[src/rtl/button_debounce.sv]
// Two-channel push-button conditioner: 2-flop synchroniser, bounce filter and
// registered press/release strobes per channel. Outputs are 1 = pressed.
module button_debounce_chan #(
  parameter int unsigned STABLE_CYCLES = 120000,
  parameter int unsigned CNT_W         = 17,
  parameter bit          ACTIVE_LOW    = 1'b0
) (
  input  logic clk,
  input  logic rst,
  input  logic pin_i,
  output logic level_o,
  output logic press_o,
  output logic release_o
);

  typedef enum logic {
    ST_STABLE  = 1'b0,
    ST_PENDING = 1'b1
  } state_e;

  localparam logic [CNT_W-1:0] CNT_LAST = CNT_W'(STABLE_CYCLES - 1);
  localparam logic [CNT_W-1:0] CNT_ONE  = CNT_W'(1);

  logic             sync1_q, sync2_q;
  logic             sync_n;
  state_e           state_q, state_d;
  logic [CNT_W-1:0] cnt_q, cnt_d;
  logic             level_q, level_d;
  logic             press_q, press_d;
  logic             release_q, release_d;

  // Polarity is fixed after the second flop so the synchroniser stays pure.
  assign sync_n = sync2_q ^ ACTIVE_LOW;

  always_ff @(posedge clk or posedge rst) begin
    if (rst) begin
      sync1_q   <= ACTIVE_LOW;
      sync2_q   <= ACTIVE_LOW;
      state_q   <= ST_STABLE;
      cnt_q     <= '0;
      level_q   <= 1'b0;
      press_q   <= 1'b0;
      release_q <= 1'b0;
    end else begin
      sync1_q   <= pin_i;
      sync2_q   <= sync1_q;
      state_q   <= state_d;
      cnt_q     <= cnt_d;
      level_q   <= level_d;
      press_q   <= press_d;
      release_q <= release_d;
    end
  end

  always_comb begin
    state_d   = state_q;
    cnt_d     = cnt_q;
    level_d   = level_q;
    press_d   = 1'b0;
    release_d = 1'b0;
    case (state_q)
      ST_STABLE: begin
        cnt_d = '0;
        if (sync_n != level_q) begin
          state_d = ST_PENDING;
          cnt_d   = CNT_ONE;
        end
      end
      ST_PENDING: begin
        if (sync_n == level_q) begin
          state_d = ST_STABLE;
          cnt_d   = '0;
        end else if (cnt_q == CNT_LAST) begin
          state_d   = ST_STABLE;
          cnt_d     = '0;
          level_d   = sync_n;
          press_d   = sync_n;
          release_d = ~sync_n;
        end else begin
          cnt_d = cnt_q + CNT_ONE;
        end
      end
      default: begin
        state_d = ST_STABLE;
        cnt_d   = '0;
      end
    endcase
  end

  assign level_o   = level_q;
  assign press_o   = press_q;
  assign release_o = release_q;

endmodule

module button_debounce #(
  parameter int unsigned STABLE_CYCLES = 120000,
  parameter int unsigned CNT_W         = 17,
  parameter bit          ACTIVE_LOW    = 1'b0
) (
  input  logic clk,
  input  logic rst,
  input  logic b1_raw,
  input  logic b2_raw,
  output logic b1,
  output logic b2,
  output logic b1_press,
  output logic b2_press,
  output logic b1_release,
  output logic b2_release
);

  button_debounce_chan #(
    .STABLE_CYCLES(STABLE_CYCLES),
    .CNT_W        (CNT_W),
    .ACTIVE_LOW   (ACTIVE_LOW)
  ) u_chan1 (
    .clk      (clk),
    .rst      (rst),
    .pin_i    (b1_raw),
    .level_o  (b1),
    .press_o  (b1_press),
    .release_o(b1_release)
  );

  button_debounce_chan #(
    .STABLE_CYCLES(STABLE_CYCLES),
    .CNT_W        (CNT_W),
    .ACTIVE_LOW   (ACTIVE_LOW)
  ) u_chan2 (
    .clk      (clk),
    .rst      (rst),
    .pin_i    (b2_raw),
    .level_o  (b2),
    .press_o  (b2_press),
    .release_o(b2_release)
  );

endmodule

[config.mk]
export PLATFORM = sky130hd
export DESIGN_NAME = button_debounce
export DESIGN_NICKNAME = d
export VERILOG_FILES = /design/src/rtl/button_debounce.sv
export SDC_FILE = /design/constraint.sdc
export NUM_CORES = 1
export LEC_CHECK = 0
export ABC_CLOCK_PERIOD_IN_PS = 2800
export CORE_ASPECT_RATIO = 1.4
export CORE_MARGIN = 5
export CORE_UTILIZATION = 63
export DETAILED_ROUTE_END_ITERATION = 7
export GPL_ROUTABILITY_DRIVEN = 0
export PLACE_DENSITY = 0.83
export SYNTH_ARGS = -nofsm -noshare
export SYNTH_HDL_FRONTEND = slang
export SYNTH_HIERARCHICAL = 1
export SYNTH_SLANG_ARGS = --single-unit
[constraint.sdc]
create_clock -name clk -period 2.8 [get_ports clk]
set_input_delay 0.84 -clock clk [delete_from_list [all_inputs] [get_ports clk]]
set_output_delay 0.84 -clock clk [all_outputs]
set_load 0.01 [all_outputs]
==> Word-level counts from Yosys, hierarchy flattened <==
Index checks and enable logic that the tools add are counted.
{ "totals": {"reg_bits": 46, "elab_cells": 58, "inputBits": 4} }
{ "classes": {"reduce_logical": 2, "addsub": 2, "n_eq_ne": 6, "bitwise_logic": 6, "n_mux": 28} }
{ "ops": {"columns": ["cell", "n"], "rows": [
  ["17-bit two-way mux", 4],
  ["17-bit one-hot mux with 2 select lines", 2],
  ["17-bit by 1-bit adder with 17-bit output, second input constant", 2],
  ["17-bit equality test, second input constant", 2],
  ["1-bit two-way mux", 20],
  ["1-bit NOT", 6],
  ["3-bit AND reduction", 2],
  ["1-bit one-hot mux with 2 select lines", 2],
  ["1-bit equality test", 2],
  ["1-bit inequality test", 2]
]} }

==> Depth between registers and ports, before layout <==
Gate-level depths: netlist (run 1).
{ "depth": {"depth_word": 4, "mapped_depth": 7, "ltp_nobuf": 5} }

==> Hierarchy <==
The synthesis (run 1) kept the hierarchy.
{ "modules_own_cells": {"columns": ["mod", "n_inst", "cells_per_inst", "area_each_um2", "seq_area_each_um2"], "rows": [
  ["button_debounce_chan", 2, 98, 1062.3, 575.6]
]} }

==> Worst setup path after synthesis (run 1) <==
No wires, ideal clock.
{ "synth_path": {"kind": "register to register", "from": "register u_chan1.cnt_q[11]", "to": "register u_chan1.level_q (netlist: u_chan1/level_o)", "setup_slack_ns": 1.107, "setup_time_ns": 0.128, "t_required_ns": 2.672, "t_arrival_ns": 1.566, "path_buffers": 0, "stages_incl_launch_ff": 5, "cell_sequence": "dfrtp_1 > nand4b_1 > or4_4 > nor3_2 > mux2_1"} }
{ "synth_via": {"elab_chain_len": 2} }
{ "synth_lines": {"columns": ["element", "line_no", "text"], "rows": [
  ["start, declared", "27", "logic [CNT_W-1:0] cnt_q, cnt_d;"],
  ["start signal, assigned", "48", "cnt_q <= cnt_d;"],
  ["17-bit equality test", "73", "end else if (cnt_q == CNT_LAST) begin"],
  ["3-bit AND reduction (no source line)", null, null],
  ["end signal, assigned", "49", "level_q <= level_d;"],
  ["end, declared", "28", "logic level_q, level_d;"]
]} }
No other way between the ends.
A chain may end at the register's enable or synchronous reset.

==> Worst setup path in the final report (run 1) <==
{ "layout_path": {"from": "register u_chan1.level_q (netlist: u_chan1/level_o)", "to": "output port b1"} }
{ "layout_lines": {"columns": ["element", "line_no", "text"], "rows": [
  ["end, declared", "105", "output logic b1,"]
]} }
No word-level cell between the ends.

==> impl_results.html, run 1 <==
<table>
<tr><th>Metric</th><th>Value</th></tr>
<tr><th colspan="2">Setup path</th></tr>
<tr><td>Family with the most delay on the worst path</td><td>buffers and inverters</td></tr>
<tr><td>Worst-case reg-to-reg path depth</td><td>5</td></tr>
<tr><td>Worst Setup End Kind</td><td>output pin</td></tr>
<tr><td>Maximum single-stage delay on the critical path</td><td>550 ps</td></tr>
<tr><td>Crit Path Class</td><td>reg -&gt; out</td></tr>
<tr><td>Reg2reg start</td><td>u_chan2/cnt_q[0]</td></tr>
<tr><td>Startpoint class of the critical path</td><td>register</td></tr>
<tr><td>Startpoint of the worst setup timing path</td><td>u_chan1/level_o</td></tr>
<tr><td>CP max FO</td><td>3</td></tr>
<tr><td>Capturing point of the worst reg2reg path</td><td>u_chan2/state_q</td></tr>
<tr><td>Crit-path cells</td><td>clkdlybuf4s50_1</td></tr>
<tr><td>Cell with the biggest individual delay on the critical path</td><td>sky130_fd_sc_hd__clkdlybuf4s50_1</td></tr>
<tr><td>Data required time of the critical path</td><td>1960 ps</td></tr>
<tr><td>Worst-case register-to-register setup slack</td><td>820 ps</td></tr>
<tr><td>CP Buf/Inv Count</td><td>1</td></tr>
<tr><td>Signal arrival time at the worst endpoint</td><td>1240 ps</td></tr>
<tr><th colspan="2">Floorplan</th></tr>
<tr><td>Ports placed on the boundary</td><td>10</td></tr>
<tr><td># rows</td><td>25</td></tr>
<tr><td>Standard cell core area</td><td>3320 µm²</td></tr>
<tr><td>Total Die Area</td><td>4650 µm²</td></tr>
<tr><td>Initial standard-cell utilization of the core</td><td>64.1%</td></tr>
<tr><td>Vert. Die Dim</td><td>78.7 µm</td></tr>
<tr><td>Die boundary width</td><td>59.1 µm</td></tr>
<tr><th colspan="2">Synth</th></tr>
<tr><td>Yosys warns</td><td>6</td></tr>
<tr><td>Post-synth design cell area</td><td>2120 µm²</td></tr>
<tr><td>Count of different cell masters after synthesis</td><td>30</td></tr>
<tr><td>Library cell occupying the most area in the post-synthesis netlist</td><td>sky130_fd_sc_hd__dfrtp_1</td></tr>
<tr><td>Share of the synthesized area in the top cell type</td><td>54.2%</td></tr>
<tr><td>Leading cell types by count after synthesis</td><td>46 x sky130_fd_sc_hd__dfrtp_1, 32 x sky130_fd_sc_hd__nor2_1, 14 x sky130_fd_sc_hd__xnor2_1, 14 x sky130_fd_sc_hd__xor2_1, 12 x sky130_fd_sc_hd__nand3_1</td></tr>
<tr><td>Fraction of synthesis flops using an asynchronous set or reset pin</td><td>100%</td></tr>
<tr><td>Number of instances in the synthesized netlist</td><td>196</td></tr>
<tr><td>Most frequently used cell type in the post-synthesis netlist</td><td>sky130_fd_sc_hd__dfrtp_1</td></tr>
<tr><td>Per-instance average area after synthesis</td><td>10.8 µm²</td></tr>
<tr><td>Post-synthesis sequential element count</td><td>46</td></tr>
<tr><td>Sequential area share after synthesis</td><td>54.2%</td></tr>
<tr><td>Leading post-synthesis cells by cell area</td><td>sky130_fd_sc_hd__dfrtp_1 54%, sky130_fd_sc_hd__xnor2_1 5.8%, sky130_fd_sc_hd__xor2_1 5.8%, sky130_fd_sc_hd__nor2_1 5.7%, sky130_fd_sc_hd__nand3_1 2.8%</td></tr>
<tr><td>Count of flip-flops with a built-in enable after synthesis</td><td>0</td></tr>
<tr><td>Flip-flop cell with the highest count after synthesis</td><td>sky130_fd_sc_hd__dfrtp_1</td></tr>
<tr><td>Net count of the mapped netlist</td><td>202</td></tr>
<tr><th colspan="2">Routing</th></tr>
<tr><td>DR pass1 iterations</td><td>4</td></tr>
<tr><td>Via density per instance</td><td>5.80</td></tr>
<tr><td>Average wire length per cell after detail routing</td><td>15.8 µm</td></tr>
<tr><td>Iteration-0 DRC Markers</td><td>73</td></tr>
<tr><td>Post-route antenna net violation count</td><td>0</td></tr>
<tr><td>Total DRC errors in the routed layout</td><td>0</td></tr>
<tr><td>Number of vias after detailed routing</td><td>1,444</td></tr>
<tr><td>Aggregate routed wire length</td><td>3940 µm</td></tr>
<tr><th colspan="2">Global routing</th></tr>
<tr><td>Antenna violations before repair</td><td>0</td></tr>
<tr><td>Largest net degree at the start of global routing</td><td>24</td></tr>
<tr><td>Met1 Track Usage GR</td><td>20.3%</td></tr>
<tr><td>Met2 usage</td><td>36.1%</td></tr>
<tr><td>Most heavily used metal layer in global routing</td><td>met2</td></tr>
<tr><td>Wire length of the first global-routing pass</td><td>6900 µm</td></tr>
<tr><td>Vias in the first global route</td><td>1,597</td></tr>
<tr><td>Grt total ovfl</td><td>0</td></tr>
<tr><td>Overall routing resource usage</td><td>19.9%</td></tr>
<tr><td>Global routing met3 resource utilization</td><td>4.88%</td></tr>
<tr><th colspan="2">Placement</th></tr>
<tr><td>Half-perimeter wire length after placement</td><td>2840 µm</td></tr>
<tr><td>Number of input and output port buffers inserted</td><td>9</td></tr>
<tr><td>Number of instances in the placed design</td><td>241</td></tr>
<tr><th colspan="2">Clock tree</th></tr>
<tr><td>Number of buffers inserted by hold repair at cts</td><td>0</td></tr>
<tr><td>CTS tree</td><td>done</td></tr>
<tr><td>Clock Pin Slew Worst Setup and Hold Paths</td><td>80 ps</td></tr>
<tr><td>H-Tree Level Count</td><td>2</td></tr>
<tr><td>CTS root buf</td><td>sky130_fd_sc_hd__clkbuf_8</td></tr>
<tr><td>CTS max path bufs</td><td>2</td></tr>
<tr><td>Quantity of gates resized following cts</td><td>0</td></tr>
<tr><td>CTS buffer count</td><td>5</td></tr>
<tr><td>Post-CTS Setup Inserts</td><td>0</td></tr>
<tr><td>Clock sink count</td><td>46</td></tr>
<tr><td>Clock network latency to the later pin of the worst-skew pair</td><td>310 ps</td></tr>
<tr><th colspan="2">Finish</th></tr>
<tr><td>Proportion of layout cells with a drive suffix above 1</td><td>7.66%</td></tr>
<tr><td>Final-stage net count</td><td>214</td></tr>
<tr><td>Signed area change from the synthesized netlist to the final layout</td><td>9.54%</td></tr>
<tr><td>Number of fill cells in the layout</td><td>237</td></tr>
<tr><td>Post-route non-filler standard cell count</td><td>249</td></tr>
<tr><td>Ant diodes</td><td>0</td></tr>
<tr><th colspan="2">STA</th></tr>
<tr><td>Minimum period implied by the final worst setup slack</td><td>2080 ps</td></tr>
<tr><td>Final Slew Violations</td><td>0</td></tr>
<tr><td>Setup TNS</td><td>0 ps</td></tr>
<tr><td>Setup repair after global routing missed its margin</td><td>false</td></tr>
<tr><td>Highest attainable clock frequency</td><td>481 MHz</td></tr>
<tr><td>Final hold violation count</td><td>0</td></tr>
<tr><td>Worst Max-Slew Pin Slew</td><td>428 ps</td></tr>
<tr><td>Period Utilization, post-route</td><td>74.2%</td></tr>
<tr><td>Rel. slew slack</td><td>71.4%</td></tr>
<tr><td>Final Setup Violations</td><td>0</td></tr>
<tr><td>Largest clock skew in the final design</td><td>7.67 ps</td></tr>
<tr><th colspan="2">Power and ir drop</th></tr>
<tr><td>Worst-case vdd ir drop</td><td>0.000488 V</td></tr>
<tr><td>Static leakage</td><td>0.930 nW</td></tr>
<tr><td>Pwr Density</td><td>506 nW/µm²</td></tr>
<tr><th colspan="2">Hold path</th></tr>
<tr><td>Launch instance of the worst min-delay path</td><td>u_chan2/sync1_q</td></tr>
<tr><td>Endpoint of the worst hold-timing path</td><td>u_chan2/sync2_q</td></tr>
<tr><td>Number of cells on the worst hold path</td><td>0</td></tr>
<tr><td>Hold crit path type</td><td>reg -&gt; reg</td></tr>
<tr><th colspan="2">Status</th></tr>
<tr><td>Run status</td><td>finished clean</td></tr>
<tr><th colspan="2">Run</th></tr>
<tr><td>Max cap viols</td><td>0</td></tr>
</table>
==> per-layer routing <==
metal	routed length, µm	share of wire, %
met5	0	0
met4	83	2.1
met3	102	2.6
met2	2190	56
met1	1560	40
==> worst max-delay path by stage <==
stage / to / slack, ps / cells after the start
floorplan: u_chan1/level_o / 1110 / 4
global placement: u_chan2/cnt_q[0] / 970 / 5
detailed placement: u_chan2/state_q / 850 / 5
CTS: b2 / 710 / 1
global route: b2 / 670 / 1
finish: b1 / 720 / 1
==> power by group <==
group	total, mW	switching, mW	leakage (nW)	internal, mW
registers	0.693	0.0140	0.625	0.679
clock network	0.420	0.222	0.0472	0.198
logic	0.0649	0.0428	0.257	0.0222
==> kinds of logic after synthesis <==
group | after synthesis | share of synthesized area [%]
xor+xnor | 28 | 11.5
fa+ha+maj | 2 | 1.18
buf+inv | 10 | 2.94
compound gates | 14 | 5.07
simple gates | 94 | 24.0
mux | 2 | 1.06
flops | 46 | 54.2
==> layout by cell type (no fill, tap or decap), types with 4 or more instances in the layout <==
master / instances
sky130_fd_sc_hd__and4_1: 6
sky130_fd_sc_hd__xor2_1: 14
sky130_fd_sc_hd__o21ai_0: 4
sky130_fd_sc_hd__clkbuf_8: 6
sky130_fd_sc_hd__dfrtp_1: 46
sky130_fd_sc_hd__nor4_1: 4
sky130_fd_sc_hd__clkdlybuf4s50_1: 9
sky130_fd_sc_hd__nand3_1: 12
sky130_fd_sc_hd__nor3_1: 4
sky130_fd_sc_hd__a21oi_1: 4
sky130_fd_sc_hd__nand4_1: 8
sky130_fd_sc_hd__nor2_1: 32
sky130_fd_sc_hd__nand2_1: 10
sky130_fd_sc_hd__xnor2_1: 14
sky130_fd_sc_hd__inv_1: 4
==> state kept, by name, indices dropped and copies added (netlist names) <==
register           flops
u_chan2/sync2_q        1
u_chan1/press_o        1
u_chan1/cnt_q         17
u_chan1/level_o        1
u_chan2/state_q        1
u_chan2/release_o      1
u_chan2/cnt_q         17
u_chan1/sync2_q        1
u_chan1/state_q        1
u_chan2/level_o        1
u_chan1/release_o      1
u_chan2/sync1_q        1
u_chan1/sync1_q        1
u_chan2/press_o        1
==> through the flow <==
| step | util (%) | hold WS, ps | worst slack (ps) | power [mW] | cell area [µm²] |
|---|---|---|---|---|---|
| after global placement | 67.3 | 332 | 968 | 0.766 | 2230 |
| after floorplan | - | 331 | 1110 | 0.754 | 2120 |
| after detailed placement | 67.3 | 343 | 851 | 0.771 | 2230 |
| after global routing | 70.2 | 376 | 673 | 1.24 | 2330 |
| after CTS | 70.2 | 362 | 710 | 1.19 | 2330 |
| final | 70.2 | 365 | 723 | 1.18 | 2330 |
==> final cells by class <==
class | count | area, µm² | area share, %
Clock buffer | 6 | 82.6 | 3.55
Multi-Input combinational cell | 140 | 911 | 39.1
Inverter | 4 | 15.0 | 0.645
Sequential cell | 46 | 1150 | 49.5
Timing Repair Buffer | 11 | 105 | 4.52
Tap cell | 40 | 50.0 | 2.15
Clock inverter | 2 | 12.5 | 0.538
(Power assumes the default switching activity.)
==> run 2, diff against run 1 <==
- ABC_CLOCK_PERIOD_IN_PS: 2800 -> 1800
- CORE_UTILIZATION: 63 -> 53
- PLACE_DENSITY: 0.83 -> 0.74
- clock period: 2.8 -> 1.8 ns (I/O delays scaled with it)
==> run 2 against run 1 <==
Combinational power is 110% higher; sequential share of layout area is 3.5 points lower; final cell count is 8.0% higher; first-iteration DRC count is 97% higher; total power is 55% higher; non-clock buffer count is 17 higher; critical path depth is 4 higher; critical endpoint is now u_chan1/level_o.
==> impl_results.html, run 2 (synthesized netlist as in run 1, its figures left out) <==
<table>
<tr><th>Metric</th><th>Value</th></tr>
<tr><th colspan="2">Routing</th></tr>
<tr><td>Post-route antenna net violation count</td><td>0 (unchanged)</td></tr>
<tr><td>DR pass1 iterations</td><td>4 (unchanged)</td></tr>
<tr><td>Average wire length per cell after detail routing</td><td>15.1 µm (-4.4%)</td></tr>
<tr><td>Aggregate routed wire length</td><td>4060 µm (+3.3%)</td></tr>
<tr><td>Iteration-0 DRC Markers</td><td>144 (+97%)</td></tr>
<tr><td>Via density per instance</td><td>5.79 (-0.13%)</td></tr>
<tr><td>Number of vias after detailed routing</td><td>1,558 (+7.9%)</td></tr>
<tr><td>Total DRC errors in the routed layout</td><td>0 (unchanged)</td></tr>
<tr><th colspan="2">STA</th></tr>
<tr><td>Worst Max-Slew Pin Slew</td><td>392 ps (-36.0 ps)</td></tr>
<tr><td>Setup repair after global routing missed its margin</td><td>true</td></tr>
<tr><td>Final hold violation count</td><td>0 (unchanged)</td></tr>
<tr><td>Final Slew Violations</td><td>0 (unchanged)</td></tr>
<tr><td>Crit path setup slack, layout</td><td>31.6 ps (-691 ps)</td></tr>
<tr><td>Highest attainable clock frequency</td><td>565 MHz</td></tr>
<tr><td>Period Utilization, post-route</td><td>98.2%</td></tr>
<tr><td>Largest clock skew in the final design</td><td>5.73 ps (-1.95 ps)</td></tr>
<tr><td>Rel. slew slack</td><td>73.5% (+2.1 points)</td></tr>
<tr><td>Min Hold Slack</td><td>354 ps (-11.6 ps)</td></tr>
<tr><td>Setup TNS</td><td>0 ps (unchanged)</td></tr>
<tr><td>Minimum period implied by the final worst setup slack</td><td>1770 ps</td></tr>
<tr><td>Final Setup Violations</td><td>0 (unchanged)</td></tr>
<tr><th colspan="2">Clock tree</th></tr>
<tr><td>Clock sink count</td><td>46 (unchanged)</td></tr>
<tr><td>CTS tree</td><td>done</td></tr>
<tr><td>CTS buffer count</td><td>5 (unchanged)</td></tr>
<tr><td>CTS max path bufs</td><td>2 (unchanged)</td></tr>
<tr><td>CTS root buf</td><td>sky130_fd_sc_hd__clkbuf_8</td></tr>
<tr><td>Clock network latency to the later pin of the worst-skew pair</td><td>300 ps (about the same)</td></tr>
<tr><td>Number of buffers inserted by hold repair at cts</td><td>0 (unchanged)</td></tr>
<tr><td>Clock Pin Slew Worst Setup and Hold Paths</td><td>90 ps (about the same)</td></tr>
<tr><td>H-Tree Level Count</td><td>2 (unchanged)</td></tr>
<tr><th colspan="2">Finish</th></tr>
<tr><td>Ant diodes</td><td>0 (unchanged)</td></tr>
<tr><td>Area occupied by registers</td><td>1150 µm² (unchanged)</td></tr>
<tr><td>Number of fill cells in the layout</td><td>317 (+34%)</td></tr>
<tr><td>Area occupied by multi-input gates</td><td>933 µm² (+2.5%)</td></tr>
<tr><td>Most frequent cells in the layout</td><td>46 x sky130_fd_sc_hd__dfrtp_1, 32 x sky130_fd_sc_hd__nor2_1, 17 x sky130_fd_sc_hd__buf_4</td></tr>
<tr><td>Final-stage net count</td><td>231 (+7.9%)</td></tr>
<tr><td>Proportion of layout cells with a drive suffix above 1</td><td>16.8% (+9.2 points)</td></tr>
<tr><td>Biggest registers after layout</td><td>u_chan1/cnt_q x17, u_chan2/cnt_q x17</td></tr>
<tr><td>Signed area change from the synthesized netlist to the final layout</td><td>17.8%</td></tr>
<tr><td>Most common cell after layout, fill and taps aside</td><td>sky130_fd_sc_hd__dfrtp_1</td></tr>
<tr><th colspan="2">Floorplan</th></tr>
<tr><td>Initial standard-cell utilization of the core</td><td>54.2% (-9.9 points)</td></tr>
<tr><td>Ports placed on the boundary</td><td>10 (unchanged)</td></tr>
<tr><td>Vert. Die Dim</td><td>84.9 µm (+7.9%)</td></tr>
<tr><td>Total Die Area</td><td>5390 µm² (+16%)</td></tr>
<tr><td>Standard cell core area</td><td>3920 µm² (+18%)</td></tr>
<tr><td># rows</td><td>27 (+8.0%)</td></tr>
<tr><td>Die boundary width</td><td>63.5 µm (+7.5%)</td></tr>
<tr><th colspan="2">Placement</th></tr>
<tr><td>Number of input and output port buffers inserted</td><td>9 (unchanged)</td></tr>
<tr><td>Half-perimeter wire length after placement</td><td>3040 µm (+7.1%)</td></tr>
<tr><td>Post-place setup slack</td><td>-7.01 ps (-858 ps)</td></tr>
<tr><th colspan="2">Power and ir drop</th></tr>
<tr><td>Pwr Density</td><td>730 nW/µm² (+44%)</td></tr>
<tr><td>Comb power frac</td><td>7.4% (+1.9 points)</td></tr>
<tr><td>Total net switching power</td><td>0.438 mW (+57%)</td></tr>
<tr><td>Worst-case vdd ir drop</td><td>0.000772 V (+58%)</td></tr>
<tr><td>Clock network fraction of design power</td><td>33.8% (-1.9 points)</td></tr>
<tr><td>Static leakage</td><td>1.05 nW (+13%)</td></tr>
<tr><td>Sw Ratio</td><td>24.0% (+0.31 points)</td></tr>
<tr><td>Fraction of power consumed by sequential logic</td><td>58.8% (about the same)</td></tr>
<tr><td>Internal power contribution</td><td>1.39 mW (+55%)</td></tr>
<tr><th colspan="2">Setup path</th></tr>
<tr><td>CP max FO</td><td>3 (unchanged)</td></tr>
<tr><td>Crit-path cells</td><td>ha_2 -&gt; and4_1 -&gt; nand4_1 -&gt; nor3_4 -&gt; mux2_4</td></tr>
<tr><td>Signal arrival time at the worst endpoint</td><td>1960 ps (+720 ps)</td></tr>
<tr><td>Family with the most delay on the worst path</td><td>simple AND/OR/NAND/NOR gates</td></tr>
<tr><td>CP Buf/Inv Count</td><td>0 (-1)</td></tr>
<tr><td>Startpoint class of the critical path</td><td>register</td></tr>
<tr><td>Maximum single-stage delay on the critical path</td><td>380 ps (-170 ps)</td></tr>
<tr><td>Data required time of the critical path</td><td>1990 ps (+30 ps)</td></tr>
<tr><td>Cell with the biggest individual delay on the critical path</td><td>sky130_fd_sc_hd__dfrtp_1</td></tr>
<tr><td>Crit Path Class</td><td>reg -&gt; reg</td></tr>
<tr><td>Worst Setup End Kind</td><td>register</td></tr>
<tr><th colspan="2">Global routing</th></tr>
<tr><td>Antenna violations before repair</td><td>0 (unchanged)</td></tr>
<tr><td>Largest net degree at the start of global routing</td><td>24 (unchanged)</td></tr>
<tr><td>Vias in the first global route</td><td>1,668 (+4.4%)</td></tr>
<tr><td>Grt total ovfl</td><td>0 (unchanged)</td></tr>
<tr><td>Wire length of the first global-routing pass</td><td>7140 µm (+3.5%)</td></tr>
<tr><td>Overall routing resource usage</td><td>16.6% (-3.4 points)</td></tr>
<tr><th colspan="2">Status</th></tr>
<tr><td>Run status</td><td>finished clean</td></tr>
<tr><th colspan="2">Hold path</th></tr>
<tr><td>Hold crit path type</td><td>reg -&gt; reg</td></tr>
<tr><th colspan="2">Run</th></tr>
<tr><td>Max cap viols</td><td>0 (unchanged)</td></tr>
</table>
## run 2: through the flow
step                util [%]  total power [mW]  area [µm²]  std cells
floorplan                  -              1.17        2120        196
global placement        60.2              1.22        2360        257
detailed placement      60.2              1.22        2360        257
CTS                     62.6              1.84        2450        265
global route            63.9              1.92        2500        269
finish                  63.9              1.83        2500        269
## run 2: routing by layer
metal | vias up | routed length, µm | global-route usage (%)
met3 | 14 | 91 | 2.91
li1 | 742 | - | -
met2 | 23 | 2330 | 31.1
met5 | - | 0 | 0
met1 | 779 | 1500 | 16.6
met4 | 0 | 141 | 9.45
## run 2: area by class of cell
class,instances,area share (%)
sequential,46,46.0
multi-input combinational,140,37.3
timing repair buffer,28,10.4
clock buffer,5,2.75
tap,43,2.15
clock inverter,3,0.850
inverter,4,0.600
## run 2: timing repair
item	in CTS	in global routing
setup endpoints to repair	1	23
cloned	0	0
resized for setup	1	6
pin swaps	1	1
setup buffers	0	4
## run 2: worst paths after layout
| kind | startpoint | end | slack, ps | cells past startpoint |
|---|---|---|---|---|
| setup / recovery | u_chan1/cnt_q[1] | u_chan1/level_o | 30 | 5 |
| hold / removal | u_chan1/sync1_q | u_chan1/sync2_q | 350 | 0 |
| setup reg to reg | u_chan1/cnt_q[1] | u_chan1/level_o | 30 | 5 |
| hold reg to reg | u_chan1/sync1_q | u_chan1/sync2_q | 350 | 0 |
| max in group asynchronous | rst | u_chan2/cnt_q[9] | 960 | 3 |
| min in group asynchronous | rst | u_chan1/cnt_q[9] | 610 | 3 |
## run 2: power groups by stage
stage | Combinational [mW] | Sequential, mW | Clock (mW)
after global routing | 0.153 | 1.08 | 0.693
after global placement | 0.124 | 1.09 | 0
after CTS | 0.129 | 1.07 | 0.639
final | 0.135 | 1.07 | 0.619
after floorplan | 0.0813 | 1.09 | 0
after detailed placement | 0.127 | 1.10 | 0
## run 2: worst register-to-register path, cell delays in order, from the launching register on
cell and delay (ps):
sky130_fd_sc_hd__dfrtp_1 380, sky130_fd_sc_hd__ha_2 210, sky130_fd_sc_hd__and4_1 220, sky130_fd_sc_hd__nand4_1 250, sky130_fd_sc_hd__nor3_4 290, sky130_fd_sc_hd__mux2_4 320
==> run 3, diff against run 2 <==
- ABC_CLOCK_PERIOD_IN_PS: 1800 -> 2040
- CORE_UTILIZATION: 53 -> 63
- HOLD_SLACK_MARGIN: unset -> 0.02
- PLACE_DENSITY: 0.74 -> 0.83
- RECOVER_POWER: unset -> 50
- clock period: 1.8 -> 2.04 ns (I/O delays scaled with it)
==> run 3 against run 2 <==
Die area decreased by 14%; design area decreased by 3.2%; setup slack improved by 100 ps; hold slack improved by 18 ps; critical path depth unchanged; via count decreased by 2.1%; critical endpoint unchanged.
==> impl_results.html, run 3 (synthesized netlist as in run 1, its figures left out) <==
<table>
<tr><th>Metric</th><th>Value</th></tr>
<tr><th colspan="2">Floorplan</th></tr>
<tr><td># rows</td><td>25 (-7.4%)</td></tr>
<tr><td>Die boundary width</td><td>59.1 µm (-7.0%)</td></tr>
<tr><td>Ports placed on the boundary</td><td>10 (unchanged)</td></tr>
<tr><td>Initial standard-cell utilization of the core</td><td>64.1% (+9.9 points)</td></tr>
<tr><td>Total Die Area</td><td>4650 µm² (-14%)</td></tr>
<tr><td>Standard cell core area</td><td>3320 µm² (-15%)</td></tr>
<tr><td>Vert. Die Dim</td><td>78.7 µm (-7.3%)</td></tr>
<tr><th colspan="2">Placement</th></tr>
<tr><td>Half-perimeter wire length after placement</td><td>2950 µm (-2.8%)</td></tr>
<tr><td>Number of instances in the placed design</td><td>243 (-5.4%)</td></tr>
<tr><td>Number of input and output port buffers inserted</td><td>9 (unchanged)</td></tr>
<tr><th colspan="2">STA</th></tr>
<tr><td>Final hold violation count</td><td>0 (unchanged)</td></tr>
<tr><td>Largest clock skew in the final design</td><td>7.71 ps (+1.98 ps)</td></tr>
<tr><td>Setup repair after global routing missed its margin</td><td>false</td></tr>
<tr><td>Final Setup Violations</td><td>0 (unchanged)</td></tr>
<tr><td>Final Slew Violations</td><td>0 (unchanged)</td></tr>
<tr><td>Min Hold Slack</td><td>372 ps (+18.3 ps)</td></tr>
<tr><td>Worst Max-Slew Pin Slew</td><td>1200 ps (+807 ps)</td></tr>
<tr><td>Period Utilization, post-route</td><td>93.5% (-4.7 points)</td></tr>
<tr><td>Highest attainable clock frequency</td><td>524 MHz (-7.3%)</td></tr>
<tr><td>Setup TNS</td><td>0 ps (unchanged)</td></tr>
<tr><td>Minimum period implied by the final worst setup slack</td><td>1910 ps (+139 ps)</td></tr>
<tr><td>Rel. slew slack</td><td>20.1% (-53 points)</td></tr>
<tr><th colspan="2">Clock tree</th></tr>
<tr><td>CTS buffer count</td><td>5 (unchanged)</td></tr>
<tr><td>Clock sink count</td><td>46 (unchanged)</td></tr>
<tr><td>Clock Pin Slew Worst Setup and Hold Paths</td><td>80 ps (about the same)</td></tr>
<tr><td>CTS max path bufs</td><td>2 (unchanged)</td></tr>
<tr><td>CTS root buf</td><td>sky130_fd_sc_hd__clkbuf_8</td></tr>
<tr><td>CTS tree</td><td>done</td></tr>
<tr><td>Clock network latency to the later pin of the worst-skew pair</td><td>300 ps (about the same)</td></tr>
<tr><td>H-Tree Level Count</td><td>2 (unchanged)</td></tr>
<tr><th colspan="2">Power and ir drop</th></tr>
<tr><td>Internal power contribution</td><td>1.50 mW (+7.9%)</td></tr>
<tr><td>Sw Ratio</td><td>20.4% (-3.6 points)</td></tr>
<tr><td>Fraction of power consumed by sequential logic</td><td>50.5% (-8.3 points)</td></tr>
<tr><td>Comb power frac</td><td>5.8% (-1.6 points)</td></tr>
<tr><td>Pwr Density</td><td>777 nW/µm² (+6.4%)</td></tr>
<tr><td>Worst-case vdd ir drop</td><td>0.000832 V (+7.8%)</td></tr>
<tr><td>Static leakage</td><td>0.980 nW (-6.8%)</td></tr>
<tr><td>Clock network fraction of design power</td><td>43.7% (+9.9 points)</td></tr>
<tr><td>Total Power</td><td>1.88 mW (+3.0%)</td></tr>
<tr><td>Total net switching power</td><td>0.383 mW (-13%)</td></tr>
<tr><th colspan="2">Global routing</th></tr>
<tr><td>Wire length of the first global-routing pass</td><td>7280 µm (+1.9%)</td></tr>
<tr><td>Largest net degree at the start of global routing</td><td>24 (unchanged)</td></tr>
<tr><td>Overall routing resource usage</td><td>20.8% (+4.2 points)</td></tr>
<tr><td>Grt total ovfl</td><td>0 (unchanged)</td></tr>
<tr><td>Vias in the first global route</td><td>1,596 (-4.3%)</td></tr>
<tr><td>Antenna violations before repair</td><td>0 (unchanged)</td></tr>
<tr><th colspan="2">Setup path</th></tr>
<tr><td>Worst-case register-to-register setup slack</td><td>130 ps (+100 ps)</td></tr>
<tr><td>Crit-path cells</td><td>ha_1 -&gt; and4_1 -&gt; nand4_1 -&gt; nor3_2 -&gt; mux2_1</td></tr>
<tr><td>Worst Setup End Kind</td><td>register</td></tr>
<tr><td>CP max FO</td><td>6 (+3)</td></tr>
<tr><td>Crit Path Class</td><td>reg -&gt; reg</td></tr>
<tr><td>Data required time of the critical path</td><td>2220 ps (+230 ps)</td></tr>
<tr><td>Reg2reg start</td><td>u_chan1/cnt_q[0]</td></tr>
<tr><td>Worst-case reg-to-reg path depth</td><td>5 (unchanged)</td></tr>
<tr><td>Cell with the biggest individual delay on the critical path</td><td>sky130_fd_sc_hd__dfrtp_1</td></tr>
<tr><td>Signal arrival time at the worst endpoint</td><td>2090 ps (+130 ps)</td></tr>
<tr><td>Startpoint class of the critical path</td><td>register</td></tr>
<tr><td>Maximum single-stage delay on the critical path</td><td>400 ps (+20 ps)</td></tr>
<tr><td>Capturing point of the worst reg2reg path</td><td>u_chan1/level_o</td></tr>
<tr><th colspan="2">Routing</th></tr>
<tr><td>Average wire length per cell after detail routing</td><td>16.8 µm (+11%)</td></tr>
<tr><td>Number of vias after detailed routing</td><td>1,526 (-2.1%)</td></tr>
<tr><td>Via density per instance</td><td>6.03 (+4.1%)</td></tr>
<tr><td>DR pass1 iterations</td><td>4 (unchanged)</td></tr>
<tr><td>Iteration-0 DRC Markers</td><td>100 (-31%)</td></tr>
<tr><td>Post-route antenna net violation count</td><td>0 (unchanged)</td></tr>
<tr><td>Aggregate routed wire length</td><td>4250 µm (+4.6%)</td></tr>
<tr><td>Total DRC errors in the routed layout</td><td>0 (unchanged)</td></tr>
<tr><th colspan="2">Finish</th></tr>
<tr><td>Most common cell after layout, fill and taps aside</td><td>sky130_fd_sc_hd__dfrtp_1</td></tr>
<tr><td>Proportion of layout cells with a drive suffix above 1</td><td>8.92% (-7.9 points)</td></tr>
<tr><td>Post-route non-filler standard cell count</td><td>253 (-5.9%)</td></tr>
<tr><td>Ant diodes</td><td>0 (unchanged)</td></tr>
<tr><td>Signed area change from the synthesized netlist to the final layout</td><td>14.1%</td></tr>
<tr><td>Biggest registers after layout</td><td>u_chan1/cnt_q x17, u_chan2/cnt_q x17</td></tr>
<tr><td>Number of fill cells in the layout</td><td>236 (-26%)</td></tr>
<tr><td>Most frequent cells in the layout</td><td>46 x sky130_fd_sc_hd__dfrtp_1, 32 x sky130_fd_sc_hd__nor2_1, 14 x sky130_fd_sc_hd__xnor2_1, 14 x sky130_fd_sc_hd__xor2_1, 12 x sky130_fd_sc_hd__nand3_1</td></tr>
<tr><td>Final-stage net count</td><td>218 (-5.6%)</td></tr>
<tr><th colspan="2">Hold path</th></tr>
<tr><td>Hold crit path type</td><td>reg -&gt; reg</td></tr>
<tr><td>Endpoint of the worst hold-timing path</td><td>u_chan1/sync2_q</td></tr>
<tr><td>Launch instance of the worst min-delay path</td><td>u_chan1/sync1_q</td></tr>
<tr><td>Number of cells on the worst hold path</td><td>0 (unchanged)</td></tr>
<tr><th colspan="2">Run</th></tr>
<tr><td>Max cap viols</td><td>0 (unchanged)</td></tr>
<tr><th colspan="2">Status</th></tr>
<tr><td>Run status</td><td>finished clean</td></tr>
</table>
## run 3: cell count changes in the layout (fill, tap and decap cells not counted), sizes merged
| cell | before | now |
|---|---|---|
| buf | 19 | 4 |
| clkinv | 2 | 0 |
| clkbuf | 5 | 8 |
| bufinv | 0 | 2 |
| clkinvlp | 1 | 0 |
| dlygate4sd3 | 0 | 2 |
| clkdlybuf4s50 | 8 | 7 |
| dlymetal6s2s | 1 | 0 |
## run 3: how the worst max path moves through the flow
| stage | start | end | cells after the start |
|---|---|---|---|
| 3_5_place_dp | u_chan1/cnt_q[0] | u_chan1/cnt_q[0] | 5 |
| 4_1_cts | u_chan1/cnt_q[0] | u_chan1/cnt_q[0] | 5 |
| 5_1_grt | u_chan2/cnt_q[0] | u_chan2/level_o | 5 |
| 2_1_floorplan | u_chan1/cnt_q[11] | u_chan1/level_o | 4 |
| 6_report | u_chan1/cnt_q[0] | u_chan1/level_o | 5 |
| 3_3_place_gp | u_chan1/cnt_q[0] | u_chan1/cnt_q[0] | 5 |
## run 3: per-stage QoR
step	instance area [µm²]	utilization (%)	setup WS, ps
finish	2420	73.1	132
floorplan	2120	-	347
CTS	2400	72.5	151
detailed placement	2260	68.2	169
global route	2420	73.1	46.1
global placement	2260	68.2	247
## run 3: cell type report
cell class | count | area, µm² | share of cell area [%]
Timing Repair Buffer | 15 | 154 | 6.35
Multi-Input combinational cell | 140 | 911 | 37.6
Clock buffer | 6 | 82.6 | 3.41
Sequential cell | 46 | 1150 | 47.5
Tap cell | 40 | 50.0 | 2.07
Clock inverter | 2 | 60.1 | 2.48
Inverter | 4 | 15.0 | 0.620
## run 3: what timing repair did
item | in CTS | in global routing
resized for setup | 0 | 0
hold buffers | 0 | 0
endpoints found under the setup margin | 0 | 1
buffers inserted | 0 | 2
## run 3: critical path, delay by kind of cell, from the launching register on
family	cells	cell delay, ps
fa+ha+maj	1	220
flops	1	400
mux	1	350
simple gates	3	810
## run 3: power by group through the flow
stage,clock network (mW),registers (mW),logic [mW]
floorplan,0,0.963,0.0717
global placement,0,0.966,0.0932
detailed placement,0,0.968,0.0987
CTS,0.844,0.950,0.101
global route,0.881,0.955,0.122
finish,0.822,0.951,0.109
## run 3: metal layers
metal  vias up  global-route usage, %  share of wire (%)
met5         -                      0                  0
met4         0                   9.98                2.3
met3        12                   4.23                2.9
met2        32                   37.6                 57
met1       769                   22.3                 38
li1        713                      -                  -
